$ cat src/rtl/gpio_config_decoder_if.sv
// PS GPIO control bus and decoded configuration/strobe outputs of gpio_config_decoder.
// The slave modport is the decoder side; master is the PS/consumer side.
interface gpio_config_decoder_if #(
  parameter int GPIO_W  = 16,
  parameter int REG_W   = 32,
  parameter int CH_W    = 16,
  parameter int SHIFT_W = 5
);
  logic [GPIO_W-1:0]  gpio_in;
  logic               dac_busy;
  logic [REG_W-1:0]   cycle_count;
  logic [REG_W-1:0]   adc_num_cycles;
  logic [REG_W-1:0]   pre_delay;
  logic [REG_W-1:0]   post_delay;
  logic [SHIFT_W-1:0] adc_shift_val;
  logic               mask_enable;
  logic [CH_W-1:0]    channel_sel;
  logic               sdata_out;
  logic               mask_shift_en;
  logic               mux_shift_en;
  logic               lock_shift_en;
  logic               trigger_pulse;
  logic               adc_flush_pulse;
  logic               soft_rst;
  logic               trig_overrun;

  modport master (
    output gpio_in, dac_busy,
    input  cycle_count, adc_num_cycles, pre_delay, post_delay, adc_shift_val,
           mask_enable, channel_sel, sdata_out, mask_shift_en, mux_shift_en,
           lock_shift_en, trigger_pulse, adc_flush_pulse, soft_rst, trig_overrun
  );

  modport slave (
    input  gpio_in, dac_busy,
    output cycle_count, adc_num_cycles, pre_delay, post_delay, adc_shift_val,
           mask_enable, channel_sel, sdata_out, mask_shift_en, mux_shift_en,
           lock_shift_en, trigger_pulse, adc_flush_pulse, soft_rst, trig_overrun
  );
endinterface

$ cat src/rtl/gpio_config_decoder.sv
// Decodes the asynchronous PS GPIO bus into shadowed configuration registers,
// committed atomically on trigger, plus single-cycle per-channel and control strobes.
module gpio_config_decoder #(
  parameter int GPIO_W      = 16,
  parameter int REG_W       = 32,
  parameter int CH_W        = 16,
  parameter int SHIFT_W     = 5,
  parameter int SYNC_STAGES = 2
) (
  input logic                 clk,
  input logic                 rst,
  gpio_config_decoder_if.slave bus
);
  localparam int unsigned L_SDATA  = 0;
  localparam int unsigned L_CC     = 1;
  localparam int unsigned L_ADCN   = 2;
  localparam int unsigned L_PRE    = 3;
  localparam int unsigned L_POST   = 4;
  localparam int unsigned L_SHIFT  = 5;
  localparam int unsigned L_MASKEN = 6;
  localparam int unsigned L_CHSEL  = 7;
  localparam int unsigned L_MASK   = 8;
  localparam int unsigned L_MUX    = 9;
  localparam int unsigned L_LOCK   = 10;
  localparam int unsigned L_TRIG   = 11;
  localparam int unsigned L_PLRST  = 12;
  localparam int unsigned L_FLUSH  = 13;

  logic [GPIO_W-1:0]    sync_q [SYNC_STAGES];
  logic [GPIO_W-1:0]    gpio_s;
  logic [GPIO_W-1:0]    prev_q;
  logic [GPIO_W-1:0]    rise;
  logic [SYNC_STAGES:0] arm_q;
  logic                 sdata;
  logic                 commit;
  logic                 unused_bits;

  logic [REG_W-1:0]   cc_sh, adcn_sh, pre_sh, post_sh;
  logic [REG_W-1:0]   cc_nxt, adcn_nxt, pre_nxt, post_nxt;
  logic [REG_W-1:0]   cc_q, adcn_q, pre_q, post_q;
  logic [SHIFT_W-1:0] shift_sh, shift_nxt, shift_q;
  logic               maskv_sh, maskv_nxt, maskv_q;
  logic [CH_W-1:0]    ch_sel_q, ch_sel_nxt;
  logic               sdata_q, mask_q, mux_q, lock_q, trig_q, flush_q, ovr_q;

  assign gpio_s = sync_q[SYNC_STAGES-1];
  assign sdata  = gpio_s[L_SDATA];
  // Edges are masked until the chain and prev hold post-reset samples, so a
  // line held high through reset is not seen as a rising edge.
  assign rise   = arm_q[SYNC_STAGES] ? (gpio_s & ~prev_q) : '0;
  assign commit = rise[L_TRIG] & ~bus.dac_busy;
  assign unused_bits = ^{rise[GPIO_W-1:L_FLUSH+1], rise[L_PLRST], rise[L_SDATA]};

  always_ff @(posedge clk or posedge rst) begin
    if (rst) begin
      for (int unsigned i = 0; i < SYNC_STAGES; i++) sync_q[i] <= '0;
      prev_q <= '0;
      arm_q  <= '0;
    end else begin
      sync_q[0] <= bus.gpio_in;
      for (int unsigned i = 1; i < SYNC_STAGES; i++) sync_q[i] <= sync_q[i-1];
      prev_q <= gpio_s;
      arm_q  <= {arm_q[SYNC_STAGES-1:0], 1'b1};
    end
  end

  // Next shadow values feed both the shadow and the commit path, so a shift
  // coinciding with a trigger edge is included in that commit.
  always_comb begin
    cc_nxt     = cc_sh;
    adcn_nxt   = adcn_sh;
    pre_nxt    = pre_sh;
    post_nxt   = post_sh;
    shift_nxt  = shift_sh;
    maskv_nxt  = maskv_sh;
    ch_sel_nxt = ch_sel_q;
    if (rise[L_CC])     cc_nxt     = {cc_sh[REG_W-2:0], sdata};
    if (rise[L_ADCN])   adcn_nxt   = {adcn_sh[REG_W-2:0], sdata};
    if (rise[L_PRE])    pre_nxt    = {pre_sh[REG_W-2:0], sdata};
    if (rise[L_POST])   post_nxt   = {post_sh[REG_W-2:0], sdata};
    if (rise[L_SHIFT])  shift_nxt  = {shift_sh[SHIFT_W-2:0], sdata};
    if (rise[L_MASKEN]) maskv_nxt  = sdata;
    if (rise[L_CHSEL])  ch_sel_nxt = {ch_sel_q[CH_W-2:0], sdata};
  end

  always_ff @(posedge clk or posedge rst) begin
    if (rst) begin
      cc_sh    <= '0;
      adcn_sh  <= '0;
      pre_sh   <= '0;
      post_sh  <= '0;
      shift_sh <= '0;
      maskv_sh <= 1'b0;
      cc_q     <= '0;
      adcn_q   <= '0;
      pre_q    <= '0;
      post_q   <= '0;
      shift_q  <= '0;
      maskv_q  <= 1'b0;
      ch_sel_q <= '0;
      sdata_q  <= 1'b0;
      mask_q   <= 1'b0;
      mux_q    <= 1'b0;
      lock_q   <= 1'b0;
      trig_q   <= 1'b0;
      flush_q  <= 1'b0;
      ovr_q    <= 1'b0;
    end else begin
      cc_sh    <= cc_nxt;
      adcn_sh  <= adcn_nxt;
      pre_sh   <= pre_nxt;
      post_sh  <= post_nxt;
      shift_sh <= shift_nxt;
      maskv_sh <= maskv_nxt;
      ch_sel_q <= ch_sel_nxt;
      if (commit) begin
        cc_q    <= cc_nxt;
        adcn_q  <= adcn_nxt;
        pre_q   <= pre_nxt;
        post_q  <= post_nxt;
        shift_q <= shift_nxt;
        maskv_q <= maskv_nxt;
      end
      sdata_q <= sdata;
      mask_q  <= rise[L_MASK];
      mux_q   <= rise[L_MUX];
      lock_q  <= rise[L_LOCK];
      trig_q  <= commit;
      flush_q <= rise[L_FLUSH];
      if (rise[L_TRIG] && bus.dac_busy) ovr_q <= 1'b1;
      else if (rise[L_FLUSH])           ovr_q <= 1'b0;
    end
  end

  assign bus.cycle_count     = cc_q;
  assign bus.adc_num_cycles  = adcn_q;
  assign bus.pre_delay       = pre_q;
  assign bus.post_delay      = post_q;
  assign bus.adc_shift_val   = shift_q;
  assign bus.mask_enable     = maskv_q;
  assign bus.channel_sel     = ch_sel_q;
  assign bus.sdata_out       = sdata_q;
  assign bus.mask_shift_en   = mask_q;
  assign bus.mux_shift_en    = mux_q;
  assign bus.lock_shift_en   = lock_q;
  assign bus.trigger_pulse   = trig_q;
  assign bus.adc_flush_pulse = flush_q;
  assign bus.soft_rst        = gpio_s[L_PLRST];
  assign bus.trig_overrun    = ovr_q;
endmodule

$ cat src/flat_wrapper.sv
// flat-port wrapper written by rule: the top's interface ports become plain ports
module gpio_config_decoder_flat 
#(
  parameter int GPIO_W      = 16,
  parameter int REG_W       = 32,
  parameter int CH_W        = 16,
  parameter int SHIFT_W     = 5,
  parameter int SYNC_STAGES = 2
)
  (clk, rst, bus_gpio_in, bus_dac_busy, bus_cycle_count, bus_adc_num_cycles, bus_pre_delay, bus_post_delay, bus_adc_shift_val, bus_mask_enable, bus_channel_sel, bus_sdata_out, bus_mask_shift_en, bus_mux_shift_en, bus_lock_shift_en, bus_trigger_pulse, bus_adc_flush_pulse, bus_soft_rst, bus_trig_overrun);
  gpio_config_decoder_if #(.GPIO_W(GPIO_W), .REG_W(REG_W), .CH_W(CH_W), .SHIFT_W(SHIFT_W)) bus_i ();
  input logic clk;
  input logic rst;
  input wire logic [$bits(bus_i.gpio_in)-1:0] bus_gpio_in;
  input wire logic [$bits(bus_i.dac_busy)-1:0] bus_dac_busy;
  output wire logic [$bits(bus_i.cycle_count)-1:0] bus_cycle_count;
  output wire logic [$bits(bus_i.adc_num_cycles)-1:0] bus_adc_num_cycles;
  output wire logic [$bits(bus_i.pre_delay)-1:0] bus_pre_delay;
  output wire logic [$bits(bus_i.post_delay)-1:0] bus_post_delay;
  output wire logic [$bits(bus_i.adc_shift_val)-1:0] bus_adc_shift_val;
  output wire logic [$bits(bus_i.mask_enable)-1:0] bus_mask_enable;
  output wire logic [$bits(bus_i.channel_sel)-1:0] bus_channel_sel;
  output wire logic [$bits(bus_i.sdata_out)-1:0] bus_sdata_out;
  output wire logic [$bits(bus_i.mask_shift_en)-1:0] bus_mask_shift_en;
  output wire logic [$bits(bus_i.mux_shift_en)-1:0] bus_mux_shift_en;
  output wire logic [$bits(bus_i.lock_shift_en)-1:0] bus_lock_shift_en;
  output wire logic [$bits(bus_i.trigger_pulse)-1:0] bus_trigger_pulse;
  output wire logic [$bits(bus_i.adc_flush_pulse)-1:0] bus_adc_flush_pulse;
  output wire logic [$bits(bus_i.soft_rst)-1:0] bus_soft_rst;
  output wire logic [$bits(bus_i.trig_overrun)-1:0] bus_trig_overrun;
  assign bus_i.gpio_in = bus_gpio_in;
  assign bus_i.dac_busy = bus_dac_busy;
  assign bus_cycle_count = bus_i.cycle_count;
  assign bus_adc_num_cycles = bus_i.adc_num_cycles;
  assign bus_pre_delay = bus_i.pre_delay;
  assign bus_post_delay = bus_i.post_delay;
  assign bus_adc_shift_val = bus_i.adc_shift_val;
  assign bus_mask_enable = bus_i.mask_enable;
  assign bus_channel_sel = bus_i.channel_sel;
  assign bus_sdata_out = bus_i.sdata_out;
  assign bus_mask_shift_en = bus_i.mask_shift_en;
  assign bus_mux_shift_en = bus_i.mux_shift_en;
  assign bus_lock_shift_en = bus_i.lock_shift_en;
  assign bus_trigger_pulse = bus_i.trigger_pulse;
  assign bus_adc_flush_pulse = bus_i.adc_flush_pulse;
  assign bus_soft_rst = bus_i.soft_rst;
  assign bus_trig_overrun = bus_i.trig_overrun;
  gpio_config_decoder #(.GPIO_W(GPIO_W), .REG_W(REG_W), .CH_W(CH_W), .SHIFT_W(SHIFT_W), .SYNC_STAGES(SYNC_STAGES)) u_core (.clk(clk), .rst(rst), .bus(bus_i));
endmodule
$ cat config.mk
export PLATFORM = sky130hd
export DESIGN_NAME = gpio_config_decoder_flat
export DESIGN_NICKNAME = d
export VERILOG_FILES = /design/src/rtl/gpio_config_decoder_if.sv /design/src/rtl/gpio_config_decoder.sv /design/src/flat_wrapper.sv
export SDC_FILE = /design/constraint.sdc
export NUM_CORES = 1
export LEC_CHECK = 0
export ABC_CLOCK_PERIOD_IN_PS = 12300
export BUFFER_PORTS_ARGS = -buffer_cell sky130_fd_sc_hd__buf_2
export CORE_MARGIN = 5
export CORE_UTILIZATION = 56
export DETAILED_ROUTE_END_ITERATION = 10
export GPL_ROUTABILITY_DRIVEN = 0
export GPL_TIMING_DRIVEN = 0
export PLACE_DENSITY = 0.79
export SLEW_MARGIN = 20
export SYNTH_ARGS = -nofsm -noshare
export SYNTH_HDL_FRONTEND = slang
export SYNTH_SLANG_ARGS = --single-unit
$ cat constraint.sdc
create_clock -name clk -period 12.3 [get_ports clk]
set_input_delay 1.845 -clock clk [delete_from_list [all_inputs] [get_ports clk]]
set_output_delay 1.845 -clock clk [all_outputs]
set_load 0.02 [all_outputs]
==> reports/results.tsv <==
metric	value	unit
Distinct cells, synth	18	
Relative slew margins	64.91	%
Ports	177	
Power Density	201.2	nW/um^2
clock sink total	334	
core area	21020	um^2
wire per inst	16.85	um
Nets	1317	
Tot Pwr	2.917	mW
pre-CTS WS	9044	ps
HP Class	reg2reg	
Fin Setup TNS	0	ps
DP Wirelength	17250	um
Finished Layout Cells	1597	
Crit-path slowest cell	dfrtp_1	
Worst Tran Pin Value	526.3	ps
Post-Syn Area	11950	um^2
area of the multi-input gates	3204	um^2
Max stage delay on crit path	400	ps
worst skew pair latency	500	ps
Setup Viol. Count Final	0	
Post CTS Setup Buffer Count	0	
share of the synthesized area in the top cell type	69.95	%
H-Tree Depth	2	
DR vias	8749	
Slew Viols, Final	0	
CTS tree	done	
drt first-iter violations	532	
Final Hold Vio Count	0	
max cap viols	0	
Die Ht	156.1	um
I/O Buffers	174	
synthesized instance count	1084	
Starting Density	56.84	%
Peak VDD IR	0.0001528	V
sequential share of the synthesized area	69.95	%
startpoint type of the worst setup path	flop	
# hold bufs at CTS	0	
Data arrival, critical path	1070	ps
FF+latch count, synth	334	
final setup margin	9380	ps
P&R area growth vs syn	21.33	%
crit share post-route	23.74	%
Chip Width	156.1	um
Leakage Power	7.596	nW
clock buffer depth	3	
cell taking the most area after synthesis	dfrtp_1	
Remaining DRCs	0	
Post-Syn Area per Cell	11.02	um^2
Routed WL	26920	um
initial antenna violation count	2	
unrepaired setup endpoints after global routing	no	
Worst-path clk slew	60	ps
WS Path Type	reg2out	
cell count after placement	1536	
Die Area	24360	um^2
syn_nets	1103	
crit path time final	2920	ps
Fillers	1479	
top cells by area, synth	dfrtp_1 70%, nand2_1 12%, a31oi_1 6.7%	
first-pass GRT wire length	45010	um
delay-heaviest family, CP	flip-flops	
Max Freq	342.5	MHz
status	finished clean	
Critical Path End Type	output port	
Critical Path RT	10450	ps
number of global-route vias before repair	9117	
GRT Util Overall	22.69	%
FF/Latch Area	8358	um^2
drt pass-1 iters	5	
global route overflow	0	
worst-path cell chain	buf_2	
YS warnings	0	
worst path bufs/invs	1	
# rows	53	
antenna diode count	0	
CP max FO	3	
clock root cell	clkbuf_16	
number of buffers created by CTS	35	
antenna-violating nets left	0	
post-DR vias/cell	5.478	
largest net degree at the start of global routing	109	
post-CTS sizing	0	
share of cells above drive strength 1	24.58	%
final setup skew	10.67	ps
cell usage in the layout (no fill, tap or decap), types with 2 or more instances in the layout:
cell       synthesis  layout
clkinv_2           0       8
buf_2             41     215
dfrtp_1          334     334
and3b_1            7       7
mux2_2            27      27
inv_8              0       2
bufinv_16          0       5
buf_4              3       3
nand3b_2           2       2
clkbuf_16          0      37
clkbuf_1           4       5
buf_16             0       3
nor2_1           129     129
nand3b_1           5       5
clkbuf_8           0       7
nand2_1          385     385
a31oi_1          128     128
buf_6             12      12
layout make-up:
| cell class | instances | area share [%] |
|---|---|---|
| inverter | 2 | 0.1036 |
| tap | 275 | 2.374 |
| clock inverter | 16 | 1.502 |
| timing repair buffer | 177 | 6.577 |
| buffer | 60 | 2.607 |
| multi-input combinational | 688 | 22.10 |
| sequential | 334 | 57.66 |
| clock buffer | 45 | 7.077 |
worst paths after layout:
| kind | from | end | slack, ps | cells past startpoint |
|---|---|---|---|---|
| hold reg to reg | u_core.sync_q[25] | u_core.gpio_s[9] | 340 | 0 |
| hold / removal | u_core.sync_q[25] | u_core.gpio_s[9] | 340 | 0 |
| min in group asynchronous | rst | u_core.bus.post_delay[20] | 1370 | 2 |
| setup / recovery | u_core.bus.channel_sel[0] | bus_channel_sel[0] | 9380 | 1 |
| max in group asynchronous | rst | u_core.bus.cycle_count[25] | 9660 | 4 |
| setup reg to reg | u_core.arm_q[2] | u_core.bus.adc_shift_val[3] | 10720 | 5 |
synth_stat cells (all sizes together):
library cell,instances
and4bb,1
conb,1
inv,2
a31oi,128
and3b,7
dfrtp,334
nor2,129
nand2,385
mux2,28
nand3b,7
clkbuf,4
buf,56
nand4b,1
o21ai,1
through the flow:
stage | hold WS [ps] | area (um^2) | util [%]
2_1_floorplan | 331.2 | 11950 | -
3_3_place_gp | 331.4 | 13160 | 62.62
3_5_place_dp | 334.7 | 13250 | 63.04
4_1_cts | 343.0 | 14500 | 68.96
5_1_grt | 340.3 | 14500 | 68.96
6_report | 340.8 | 14500 | 68.96
cells by family (layout without fill, tap and decap cells):
| logic type | count (synthesis) | in the layout | synth area share [%] |
|---|---|---|---|
| buf+inv | 62 | 300 | 3.225 |
| mux | 28 | 28 | 2.670 |
| flops | 334 | 334 | 69.96 |
| other cells | 1 | 1 | 0.03139 |
| simple gates | 530 | 530 | 17.37 |
| compound gates | 129 | 129 | 6.744 |
power by group:
group          switching [mW]  internal, mW
sequential             0.0852          1.25
combinational           0.305         0.166
clock                   0.420         0.695
registers in the layout, indices dropped and copies added, names as in the netlist, 14 cells and up:
register,flops
u_core.adcn_sh,32
u_core.bus.adc_num_cycles,32
u_core.bus.channel_sel,16
u_core.bus.cycle_count,32
u_core.bus.post_delay,32
u_core.bus.pre_delay,32
u_core.cc_sh,32
u_core.gpio_s,14
u_core.post_sh,32
u_core.pre_sh,32
u_core.sync_q,14
routing by layer:
layer / wire [um] / track usage [%] / vias up
li1: - / - / 4017
met1: 11120 / 30.17 / 4362
met2: 13130 / 37.30 / 289
met3: 1804 / 5.104 / 77
met4: 841 / 7.878 / 4
met5: 21 / 0 / -
Power figures use the tool's default switching activity.
